`src/rtl/mem_port_arbiter.sv`:
```
// mem_port_arbiter: round-robin sharing of one single-port memory between a fetch port and a data port
module mem_port_arbiter #(
  parameter int AW = 32,
  parameter int DW = 32,
  parameter int MEM_LAT = 1
) (
  input  logic          clk,
  input  logic          rst,
  input  logic          req0,
  input  logic [AW-1:0] addr0,
  output logic          ack0,
  output logic [DW-1:0] rdata0,
  input  logic          req1,
  input  logic [AW-1:0] addr1,
  input  logic [DW-1:0] wdata1,
  input  logic          we1,
  output logic          ack1,
  output logic [DW-1:0] rdata1,
  output logic          mem_en,
  output logic          mem_we,
  output logic [AW-1:0] mem_addr,
  output logic [DW-1:0] mem_wdata,
  input  logic [DW-1:0] mem_rdata
);
  typedef enum logic [1:0] {IDLE, ISSUE, WAIT, ACK} state_t;
  state_t state, state_nxt;
  logic last_gnt, gnt, we_l, take, pick, done;
  logic [3:0] cnt;
  always_comb begin
    take = state == IDLE && (req0 || req1);
    pick = req0 && req1 ? !last_gnt : req1;
    done = state == WAIT && cnt == 4'd0;
    state_nxt = state == IDLE  ? (take ? ISSUE : IDLE)
              : state == ISSUE ? WAIT
              : state == WAIT  ? (done ? ACK : WAIT)
              : IDLE;
  end
  always_ff @(posedge clk) state <= !rst ? IDLE : state_nxt;
  // mem_* are loaded at the grant edge so they are live only during ISSUE
  always_ff @(posedge clk) begin
    if (!rst) begin
      last_gnt  <= 1'b0;
      gnt       <= 1'b0;
      we_l      <= 1'b0;
      cnt       <= 4'd0;
      mem_en    <= 1'b0;
      mem_we    <= 1'b0;
      mem_addr  <= '0;
      mem_wdata <= '0;
      ack0      <= 1'b0;
      ack1      <= 1'b0;
      rdata0    <= '0;
      rdata1    <= '0;
    end else begin
      mem_en    <= take;
      mem_we    <= take && pick && we1;
      mem_addr  <= take ? (pick ? addr1 : addr0) : '0;
      mem_wdata <= take && pick ? wdata1 : '0;
      ack0      <= done && !gnt;
      ack1      <= done && gnt;
      if (take) begin
        last_gnt <= pick;
        gnt      <= pick;
        we_l     <= pick && we1;
      end
      cnt <= state == ISSUE ? 4'(MEM_LAT - 1) : (state == WAIT && cnt != 4'd0 ? cnt - 4'd1 : cnt);
      if (done && !we_l && !gnt) rdata0 <= mem_rdata;
      if (done && !we_l && gnt) rdata1 <= mem_rdata;
    end
  end
endmodule

```
`config.mk`:
```
export PLATFORM = sky130hd
export DESIGN_NAME = mem_port_arbiter
export DESIGN_NICKNAME = d
export VERILOG_FILES = /design/src/rtl/mem_port_arbiter.sv
export SDC_FILE = /design/constraint.sdc
export NUM_CORES = 1
export LEC_CHECK = 0
export ABC_AREA = 1
export CORE_UTILIZATION = 41
export CTS_BUF_LIST = sky130_fd_sc_hd__clkbuf_4 sky130_fd_sc_hd__clkbuf_8
export DETAILED_ROUTE_END_ITERATION = 7
export GPL_ROUTABILITY_DRIVEN = 0
export PLACE_DENSITY = 0.92
export SLEW_MARGIN = 20
export SYNTH_ARGS = -nofsm -noshare
export SYNTH_HDL_FRONTEND = slang
export SYNTH_SLANG_ARGS = --single-unit
```
`constraint.sdc`:
```
create_clock -name clk -period 1.8 [get_ports clk]
set_input_delay 0.45 -clock clk [delete_from_list [all_inputs] [get_ports clk]]
set_output_delay 0.45 -clock clk [all_outputs]
set_load 0.005 [all_outputs]
```
# Word level (Yosys, flattened, before mapping)
# Index checks and enable logic that the tools add are counted.
# word_totals
reg_bits	140
latchBits	0
ramBits	0
rom_bits	0
in_bits	133
out_inout_bits	132
elab_cells	44
mem_count	0
# op_classes
add_sub_neg	1
mul	0
n_div	0
n_lt_le_gt_ge	0
n_eq_ne	2
shifts	0
muxes	7
n_bitwise	1
n_reduce_logical	21
# ops
operator	n
$mux W32	1
$logic_and A1 B1 Y1	12
$mux W2	3
$logic_not A4 Y1	1
$reduce_and A2 Y1	2
$reduce_bool A4 Y1	1
$sub A4 B1 Y4 const B	1
$mux W1	3
$eq A2 B1 Y1 const B	1
$eq A2 B2 Y1 const B	1
$logic_not A1 Y1	2
$logic_not A2 Y1	1
$reduce_or A2 Y1	1
$logic_or A1 B1 Y1	1
$not A1 Y1	1

# Longest topological paths before layout
# Gate-level depths: netlist (run 1).
# logic_depth
word_depth	6
mapped_depth	8
ltp_nobuf	8

# Least setup slack after synthesis (run 1)
# OpenSTA, ideal clock, no wires.
# synth_timing
kind	reg-to-reg
start	register cnt[0]
end	register rdata0[25]
setup_ns	0.113
arrival_ns	1.289
required_ns	1.687
slack_ns	0.399
path_stages_with_launch	9
n_path_buf	1
period_less_slack_ns	1.401
cell_sequence	dfxtp_1 inv_1 ha_1 nand3_4 nor2_4 buf_6 nand3_1 nand2_1 nor2_1
# synth_between
elab_chain_cells	4
# synth_lines
item	line	source
start, declared	28	logic [3:0] cnt;
start signal, assigned	66	cnt <= state == ISSUE ? 4'(MEM_LAT - 1) : (state == WAIT && cnt != 4'd0 ? cnt - 4'd1 : cnt);
$logic_not A4 Y1	32	done = state == WAIT && cnt == 4'd0;
$logic_and A1 B1 Y1	32	
$logic_and A1 B1 Y1 (2 in series)	67	if (done && !we_l && !gnt) rdata0 <= mem_rdata;
end signal, assigned	67	
end, declared	12	output logic [DW-1:0] rdata0,
# No other way between the ends.
# A chain may end at the register's enable or synchronous reset.

# Final worst setup path (run 1)
# layout_timing
start	register rdata1[29]
end	output rdata1[29]
# layout_lines
item	line	source
start, declared	18	output logic [DW-1:0] rdata1,
start signal, assigned	68	if (done && !we_l && gnt) rdata1 <= mem_rdata;
# No word-level cell between the ends.

==> impl_metrics.csv, run 1 <==
group,metric,value,unit
worst_setup_path,worstSetupPathType,"reg -> out",
run,drv_cap,0,
grt,grt_pass1_wl,23.92,mm
routing,post-route-drc-count,0,
worst_setup_path,worstSetupStartpointType,"register",
clock_network,cts-buffers-inserted,17,
floorplan,core_area,12210,µm²
worst_setup_path,slowest_delay,0.54,ns
floorplan,ios,265,
routing,dr.pass1.iters,6,
sta,min_period,1.754,ns
sta,finalSetupViolCount,0,
sta,finalCritPeriodShare,0.9745,
worst_setup_path,cp_top_family,"buffers and inverters",
placed_design,portBuffers,264,
clock_network,clock_sink_count,140,
worst_setup_path,critPathRequiredTime,1.35,ns
floorplan,start_util,0.4288,
clock_network,clk_latency,0.43,ns
clock_network,clockBufferDepth,2,
cells_and_area,fin_nets,1077,
worst_setup_path,cp_cell_sequence,"clkdlybuf4s50_1",
grt,grt_use_met2,0.4378,
power_and_ir_drop,share_comb_of_total_power,0.151,
synth,synth-seq-cells,140,
power_and_ir_drop,p_sw_frac,0.2411,
routing,drt-vias-per-instance,4.656,
worst_setup_path,critPathArrivalTime,1.30,ns
placed_design,dpl.hpwl,11.45,mm
grt,grt_max_degree,41,
sta,setup_slack,0.04597,ns
power_and_ir_drop,seqPwrFrac,0.490,
synth,synth_nets,821,
clock_network,clk_pin_slew,0.08,ns
power_and_ir_drop,ir_drop,0.6471,mV
synth,syn-cell-area,5236,µm²
sta,slew_headroom,0.7269,
worst_setup_path,cp_slowest_cell,"clkdlybuf4s50_1",
routing,antenna_left,0,
cells_and_area,drive_gt1_frac,0.05783,
routing,vias,5215,
synth,netlist_instances,683,
clock_network,root_buffer,"clkbuf_8",
synth,seq_area_frac_synth,0.5352,
routing,routedWlPerCell,14.18,µm
synth,synth_warnings,0,
grt,grt_pass1_vias,5194,
power_and_ir_drop,p_leak,4.152,nW
sta,worstMarginPinSlew,0.4097,ns
worst_setup_path,path_max_fanout,2,
cells_and_area,areaGrowthSynthToFinish,60.93,%
power_and_ir_drop,p_int,5.061,mW
worst_setup_path,crit_path_end_kind,"output pin",
power_and_ir_drop,p_clk_frac,0.359,
power_and_ir_drop,power,6.669,mW
sta,fin_skew,0.009646,ns
clock_network,cts_tree,"yes",
routing,drt-initial-drc-count,436,
grt,gr-usage-met1,0.2282,
floorplan,fp-row-count,40,
grt,antenna_found_initial,0,
cells_and_area,fin_cells,1120,
synth,syn_avg_cell_area,7.667,µm²
min_path,hold_path.class,"in -> reg",
floorplan,dieArea,13230,µm²
synth,synth.distinct_cells,22,
sta,finalHoldViolations,0,
grt,met3_usage,0.1070,
grt,grt_busiest_layer,"met2",
routing,finalWirelength,15.88,mm
clock_network,htree_levels,4,
sta,setup_tns,0,ns
placed_design,pre_cts_slack,0.06693,ns
cells_and_area,fin_util,0.6901,
clock_network,hold_buffers,0,
power_and_ir_drop,power_switching,1.608,mW
floorplan,die_h,115.0,µm
worst_setup_path,timing.critical_path.buf_inv,1,
sta,fmax,570.1,MHz
floorplan,die_w,115.0,µm
grt,grt_overflow_total,0,
power_and_ir_drop,powerDensity,791.5,nW/µm²
status,status,"finished clean",
sta,drv_slew,0,
grt,grt_usage,0.2388,
placed_design,dp.cells,1088,
metrics by stage:
| stage | cell area, µm² | hold WS [ns] |
|---|---|---|
| 2_1_floorplan | 5236 | 0.4701 |
| 3_3_place_gp | 7965 | 0.4609 |
| 3_5_place_dp | 7965 | 0.4701 |
| 4_1_cts | 8338 | 0.3465 |
| 5_1_grt | 8424 | 0.3567 |
| 6_report | 8427 | 0.3772 |
power by group through the flow:
stage	sequential, mW	clock [mW]	combinational, mW
2_1_floorplan	3.35	0	0.382
3_3_place_gp	3.33	0	0.985
3_5_place_dp	3.34	0	1.01
4_1_cts	3.27	2.45	1.01
5_1_grt	3.28	2.60	1.10
6_report	3.27	2.40	1.01
layout make-up:
type	instances	area, µm²
antenna	1	2.502
clock buffer	24	311.5
clock inverter	7	63.81
fill	943	3785
inverter	76	285.3
multi-input combinational	428	1852
sequential	140	2805
tap	168	210.2
timing repair buffer	276	2897
metal layers:
layer | part of all wire | routed length [µm] | vias up
met5 | 0 | 0 | -
met4 | 0.029 | 458 | 0
met3 | 0.093 | 1477 | 36
met2 | 0.53 | 8388 | 217
met1 | 0.35 | 5555 | 2387
li1 | - | - | 2575
cells by family after synthesis:
logic type / synth area share
AND/OR/NAND/NOR: 0.3020
flip-flops: 0.5352
buffers and inverters: 0.1111
AO/OA/AOI/OAI: 0.03799
adder cells (fa/ha/maj): 0.01195
XOR/XNOR: 0.001673
cells in the final DEF (no fill, tap or decap), types with 3 or more instances in the layout:
cell type        Yosys  layout
clkdlybuf4s50_1      0     229
nand3_1             64      64
clkbuf_8             0      21
nand2_1            140     140
nor2_1             171     171
ha_1                 5       5
buf_4               12       4
clkbuf_4             0       3
dlymetal6s2s_1       0      32
dfxtp_1            140     138
o21ai_0              3       3
a21oi_1             34      34
clkinv_2             0       5
inv_1               74      74
buf_12               0       7
timing repair:
action,CTS,global route
resized for setup,2,35
pin swaps,0,0
endpoints found under the hold margin,0,0
setup buffers,0,0
setup endpoints to repair,2,35
Yosys cell counts:
cell type	instances	area share
o21ai_0	3	0.0029
buf_2	12	0.011
buf_4	12	0.017
nand3_4	1	0.0033
nor3_4	2	0.0062
o31ai_1	1	0.0014
nand2_1	140	0.10
clkbuf_1	3	0.0022
buf_6	12	0.026
nor3_1	1	0.00095
nor2_4	2	0.0043
nand3_2	1	0.0019
nor2_1	171	0.12
ha_1	5	0.012
nand3_1	64	0.061
o22ai_1	1	0.0012
inv_1	74	0.053
xor2_1	1	0.0017
a21oi_1	34	0.032
nand2_2	1	0.0012
inv_2	2	0.0014
dfxtp_1	140	0.54
final timing paths:
path / from / to / slack, ns / cells after the start
setup / recovery: rdata1[29]$_SDFFE_PN0P_ / rdata1[29] / 0.05 / 1
hold / removal: rst / rdata0[22]$_SDFFE_PN0P_ / 0.38 / 3
setup reg to reg: cnt[0]$_SDFFE_PP0P_ / rdata0[7]$_SDFFE_PN0P_ / 0.23 / 8
hold reg to reg: rdata1[30]$_SDFFE_PN0P_ / rdata1[30]$_SDFFE_PN0P_ / 0.48 / 2
sequential cells by signal (all words and copies together), names as in the netlist, 2 cells and up:
register / flops
rdata0: 32
rdata1: 32
mem_addr: 32
cnt: 4
mem_wdata: 32
state: 2
Note: power is estimated with default switching activity, not from simulation.
==> run 2: changes to the inputs <==
- CORE_UTILIZATION: 41 -> 37
- PLACE_DENSITY: 0.92 -> 0.88
- clock period: 1.8 -> 1.45 ns (I/O delays scaled with it)
==> run 2 against run 1 <==
Compared with the run above: critical endpoint is now rdata0[0]$_SDFFE_PN0P_; design area grew 8.8%; flip-flop and latch count is the same; die area grew 11%; the flow now finishes with violations (setup timing); clock-buffer cell count shrank 3; non-clock buffer count grew 34; via count grew 6.9%.
==> impl_metrics.csv, run 2 (synthesized netlist as in run 1, its figures left out) <==
group,metric,value,unit
min_path,min_to,"ack0$_SDFF_PN0_",
placed_design,dpl.hpwl,11.39,mm
clock_network,hold_buffers,0,
floorplan,die_w,121.0,µm
worst_setup_path,critPathRequiredTime,1.82,ns
clock_network,root_buffer,"clkbuf_8",
worst_setup_path,worstSetupStartpointType,"register",
worst_setup_path,crit_path_end_kind,"register",
cells_and_area,antenna_cells,0,
grt,grt_max_degree,43,
sta,worstMarginPinSlew,0.3422,ns
status,status,"finished with violations",
cells_and_area,areaGrowthSynthToFinish,75.08,%
grt,grt_pass1_wl,25.61,mm
min_path,hp-start,"rst",
run,drv_cap,0,
sta,hold_ws,0.2752,ns
cells_and_area,fin_cells,1166,
worst_setup_path,worstRegToRegCells,9,
cells_and_area,register_area,2867,µm²
sta,fin_skew,0.01210,ns
worst_setup_path,critPathArrivalTime,1.87,ns
worst_setup_path,ff2ff_setup_slack,-0.05,ns
min_path,hold-path-cell-count,3,
floorplan,start_util,0.3787,
placed_design,dp.cells,1113,
clock_network,clock_sink_count,140,
sta,fmax,666.2,MHz
sta,setup_slack,-0.05098,ns
worst_setup_path,r2r-start,"cnt[1]$_SDFFE_PP0P_",
cells_and_area,fillers,1126,
clock_network,clockBufferDepth,2,
routing,finalWirelength,18.01,mm
sta,finalCritPeriodShare,1.035,
grt,grt_usage,0.2301,
clock_network,cts_tree,"yes",
grt,grt_overflow_total,0,
power_and_ir_drop,powerDensity,942.6,nW/µm²
floorplan,core_area,13830,µm²
routing,post-route-drc-count,0,
placed_design,portBuffers,264,
power_and_ir_drop,p_leak,4.454,nW
sta,min_period,1.501,ns
grt,grt_pass1_vias,5332,
routing,vias,5573,
floorplan,dieArea,14630,µm²
worst_setup_path,slowest_delay,0.33,ns
worst_setup_path,cp_cell_sequence,"inv_2, ha_4, nand3_4, buf_6, nor3_4, buf_6, buf_12, nor2_1, nor2_1",
sta,drv_slew,0,
cells_and_area,most-common-layout-cells,"nand2_1, clkdlybuf4s50_1, nor2_1, dlygate4sd2_1, dfxtp_1",
cells_and_area,drive_gt1_frac,0.2181,
worst_setup_path,worstSetupPathType,"reg -> reg",
sta,finalHoldViolations,0,
worst_setup_path,cp_slowest_cell,"dfxtp_2",
routing,antenna_left,0,
power_and_ir_drop,ir_drop,0.7252,mV
sta,rsz0062_at_grt,"yes",
routing,drt-initial-drc-count,341,
worst_setup_path,timing.rr.end,"rdata0[0]$_SDFFE_PN0P_",
clock_network,cts-buffers-inserted,17,
cells_and_area,fin_nets,1111,
floorplan,fp-row-count,43,
min_path,hold_path.class,"in -> reg",
cells_and_area,final_common_cell,"nand2_1",
worst_setup_path,path_max_fanout,8,
sta,slew_headroom,0.7715,
clock_network,clk_pin_slew,0.08,ns
routing,dr.pass1.iters,5,
grt,antenna_found_initial,0,
floorplan,die_h,121.0,µm
status,failed_checks,"setup timing",
clock_network,htree_levels,4,
routing,drt-vias-per-instance,4.780,
floorplan,ios,265,
clock_network,clk_latency,0.44,ns
sta,finalSetupViolCount,25,
cells_and_area,multi_input_area,2181,µm²
routing,routedWlPerCell,15.45,µm
run 2: cell count changes in the layout (fill, tap and decap cells not counted), moves of 27 or more:
cell | before | now
clkdlybuf4s50_1 | 229 | 131
clkdlybuf4s15_1 | 0 | 29
dlymetal6s2s_1 | 32 | 0
dfxtp_2 | 2 | 51
dlygate4sd2_1 | 2 | 98
nor2_2 | 0 | 35
nor2_4 | 2 | 29
dfxtp_1 | 138 | 89
nor2_1 | 171 | 109
run 2: stage by stage:
step                      total power, mW  TNS [ns]  setup WS [ns]  cell area [µm²]    util
after floorplan                     4.629         0        0.04853             5236       -
after global placement              5.410    -6.703        -0.1081             8103  0.5860
after detailed placement            5.436    -9.996        -0.1795             8103  0.5860
after CTS                           8.629   -0.7144       -0.04296             8615  0.6230
after global routing                9.019    -4.305        -0.1304             9168  0.6630
final                               8.642   -0.4968       -0.05098             9168  0.6630
run 2: layout make-up:
type / instances / share of cell area
Timing Repair Buffer: 310 / 0.3486
Multi-Input combinational cell: 428 / 0.2379
Clock buffer: 21 / 0.03084
Clock inverter: 11 / 0.01433
Tap cell: 180 / 0.02457
Inverter: 76 / 0.03112
Sequential cell: 140 / 0.3127
run 2: how the worst max path moves through the flow:
| stage | startpoint | endpoint | cells past startpoint |
|---|---|---|---|
| CTS | state[0]$_SDFF_PN0_ | rdata0[20]$_SDFFE_PN0P_ | 8 |
| finish | cnt[1]$_SDFFE_PP0P_ | rdata0[0]$_SDFFE_PN0P_ | 9 |
| detailed placement | req1 | mem_addr[23]$_SDFF_PN0_ | 6 |
| global placement | req1 | mem_addr[28]$_SDFF_PN0_ | 6 |
| global route | cnt[1]$_SDFFE_PP0P_ | rdata0[5]$_SDFFE_PN0P_ | 9 |
| floorplan | cnt[0]$_SDFFE_PP0P_ | rdata0[25]$_SDFFE_PN0P_ | 8 |
run 2: timing repair:
item,CTS,global route
pin swaps,15,59
gates resized for setup,179,162
gates cloned,4,7
setup buffers,5,5
endpoints found under the setup margin,188,119
run 2: worst max-delay path: cells and delay by family, from the launching register on:
kind,cells,cell delay (ns)
adders and majority gates,1,0.15
buffers and inverters,4,0.53
DFF,1,0.33
and+or+nand+nor,4,0.42
run 2: layer usage:
layer	vias to the layer above	share of wire	routed length, µm	GRT usage
li1	2654	-	-	-
met1	2547	0.35	6383	0.2277
met5	-	0	0	0
met2	315	0.51	9256	0.4129
met3	57	0.097	1742	0.09398
met4	0	0.035	631	0.1134
run 2: report_power, final:
part / switching [mW] / leakage [nW] / total [mW] / internal (mW)
logic: 0.593 / 3.09 / 1.33 / 0.735
registers: 0.0729 / 1.16 / 4.07 / 4.00
clock network: 1.53 / 0.203 / 3.24 / 1.71
==> run 3: changes to the inputs <==
- CELL_PAD_IN_SITES_DETAIL_PLACEMENT: default -> 0
- CELL_PAD_IN_SITES_GLOBAL_PLACEMENT: default -> 1
- CORE_ASPECT_RATIO: default -> 1.2
- CORE_UTILIZATION: 37 -> 25
- PLACE_DENSITY: 0.88 -> 0.87
==> run 3 against run 2 <==
Compared with the run above: the flow still finishes with violations (setup timing); first-iteration DRC count down 66%; via count down 8.8%; die area up 47%.
==> impl_metrics.csv, run 3 (synthesized netlist as in run 1, its figures left out) <==
group,metric,value,unit
floorplan,die_h,160.5,µm
sta,hold_ws,0.3084,ns
worst_setup_path,worstSetupPathType,"reg -> reg",
worst_setup_path,timing.critical_path.buf_inv,4,
floorplan,ios,265,
worst_setup_path,critPathRequiredTime,1.78,ns
clock_network,clock_sink_count,140,
clock_network,clk_latency,0.44,ns
cells_and_area,fillers,2100,
cells_and_area,multi_input_area,1972,µm²
routing,finalWirelength,16.41,mm
grt,grt_usage,0.1496,
power_and_ir_drop,power,8.918,mW
sta,rsz0062_at_grt,"yes",
grt,grt_pass1_wl,24.81,mm
routing,antenna_left,0,
sta,min_period,1.475,ns
clock_network,root_buffer,"clkbuf_8",
clock_network,htree_levels,4,
cells_and_area,antenna_cells,0,
sta,finalHoldViolations,0,
sta,worstMarginPinSlew,0.3371,ns
grt,antenna_found_initial,0,
sta,finalSetupViolCount,40,
floorplan,dieArea,21530,µm²
cells_and_area,fin_nets,1101,
sta,finalCritPeriodShare,1.017,
sta,setup_slack,-0.02495,ns
cells_and_area,fin_util,0.4378,
clock_network,clockBufferDepth,2,
worst_setup_path,cp-startpoint,"state[0]$_SDFF_PN0_",
run,drv_cap,0,
worst_setup_path,slowest_delay,0.34,ns
worst_setup_path,r2r-start,"state[0]$_SDFF_PN0_",
grt,grt_overflow_total,0,
worst_setup_path,cp_common_cell,"buf_12",
power_and_ir_drop,powerDensity,998.7,nW/µm²
routing,drt-vias-per-instance,4.096,
floorplan,start_util,0.2567,
worst_setup_path,path_max_fanout,18,
routing,routedWlPerCell,13.22,µm
worst_setup_path,critPathArrivalTime,1.81,ns
worst_setup_path,ff2ff_setup_slack,-0.02,ns
routing,dr.pass1.iters,6,
min_path,hp-start,"rst",
cells_and_area,drive_gt1_frac,0.1424,
sta,fin_skew,0.01026,ns
cells_and_area,areaGrowthSynthToFinish,70.54,%
floorplan,fp-row-count,57,
status,status,"finished with violations",
placed_design,portBuffers,264,
sta,drv_slew,0,
cells_and_area,register_area,2845,µm²
routing,drt-initial-drc-count,116,
clock_network,clk_pin_slew,0.08,ns
sta,setup_tns,-0.3807,ns
worst_setup_path,worstSetupStartpointType,"register",
worst_setup_path,cp_top_family,"buffers and inverters",
status,failed_checks,"setup timing",
cells_and_area,most-common-layout-cells,"nor2_1, nand2_1, clkdlybuf4s50_1, dfxtp_1, dlygate4sd2_1",
power_and_ir_drop,p_leak,4.292,nW
sta,fmax,678.0,MHz
worst_setup_path,cp_slowest_cell,"dfxtp_2",
min_path,hold_path.class,"in -> reg",
floorplan,die_w,134.1,µm
power_and_ir_drop,ir_drop,0.5325,mV
worst_setup_path,crit_path_end_kind,"register",
clock_network,cts-buffers-inserted,17,
routing,post-route-drc-count,0,
grt,grt_max_degree,42,
worst_setup_path,cp_cell_sequence,"inv_2, ha_4, nand3_4, buf_6, nor2_4, buf_12, buf_12, nand3_1, nand2_1, nor2_1",
floorplan,core_area,20400,µm²
routing,vias,5083,
grt,grt_pass1_vias,4876,
cells_and_area,final_common_cell,"nor2_1",
clock_network,cts_tree,"yes",
placed_design,dpl.hpwl,10.99,mm
sta,slew_headroom,0.7750,
run 3: layout make-up:
cell class | instances | area share
Clock buffer | 20 | 0.03012
Clock inverter | 12 | 0.02074
Inverter | 76 | 0.03195
Multi-Input combinational cell | 428 | 0.2208
Sequential cell | 140 | 0.3186
Tap cell | 265 | 0.03713
Timing Repair Buffer | 300 | 0.3406
run 3: metrics by stage:
stage	cell area [µm²]	setup slack, ns	cells
after global placement	8220	-0.1487	1196
after CTS	8645	-0.04519	1232
final	8930	-0.02495	1241
after floorplan	5236	0.04853	683
after detailed placement	8220	-0.1560	1196
after global routing	8930	-0.1388	1241
run 3: path summary, 6_finish.rpt:
check                                 end  depth (start not counted)
setup / recovery  rdata1[18]$_SDFFE_PN0P_                         10
hold reg to reg   rdata1[23]$_SDFFE_PN0P_                          2
hold / removal        state[1]$_SDFF_PP0_                          3
setup reg to reg  rdata1[18]$_SDFFE_PN0P_                         10
run 3: worst reg2reg max path: cells and delay by family, from the launching register on:
family / cells / cell delay, ns
buffers and inverters: 4 / 0.52
adder cells (fa/ha/maj): 1 / 0.14
AND/OR/NAND/NOR: 5 / 0.38
flip-flops: 1 / 0.34
run 3: routing by layer:
metal  routed length, µm  global-route usage
met1                6786              0.1640
met2                8032              0.2579
met3                1288             0.05934
met4                 302             0.05618
met5                   0                   0
run 3: repair_timing:
item                                    4_1_cts  5_1_grt
resized for setup                           174       55
pin swaps                                    13        6
endpoints found under the setup margin      196      126
hold buffers                                  0        0
buffers inserted                              2        4
gates cloned                                  2        5
run 3: power by group:
group          leakage (nW)  internal [mW]  switching [mW]  total (mW)
clock network         0.228           2.01            1.59        3.60
registers              1.15           4.00          0.0570        4.05
logic                  2.91          0.695           0.566        1.26
total                  4.29           6.70            2.22        8.92
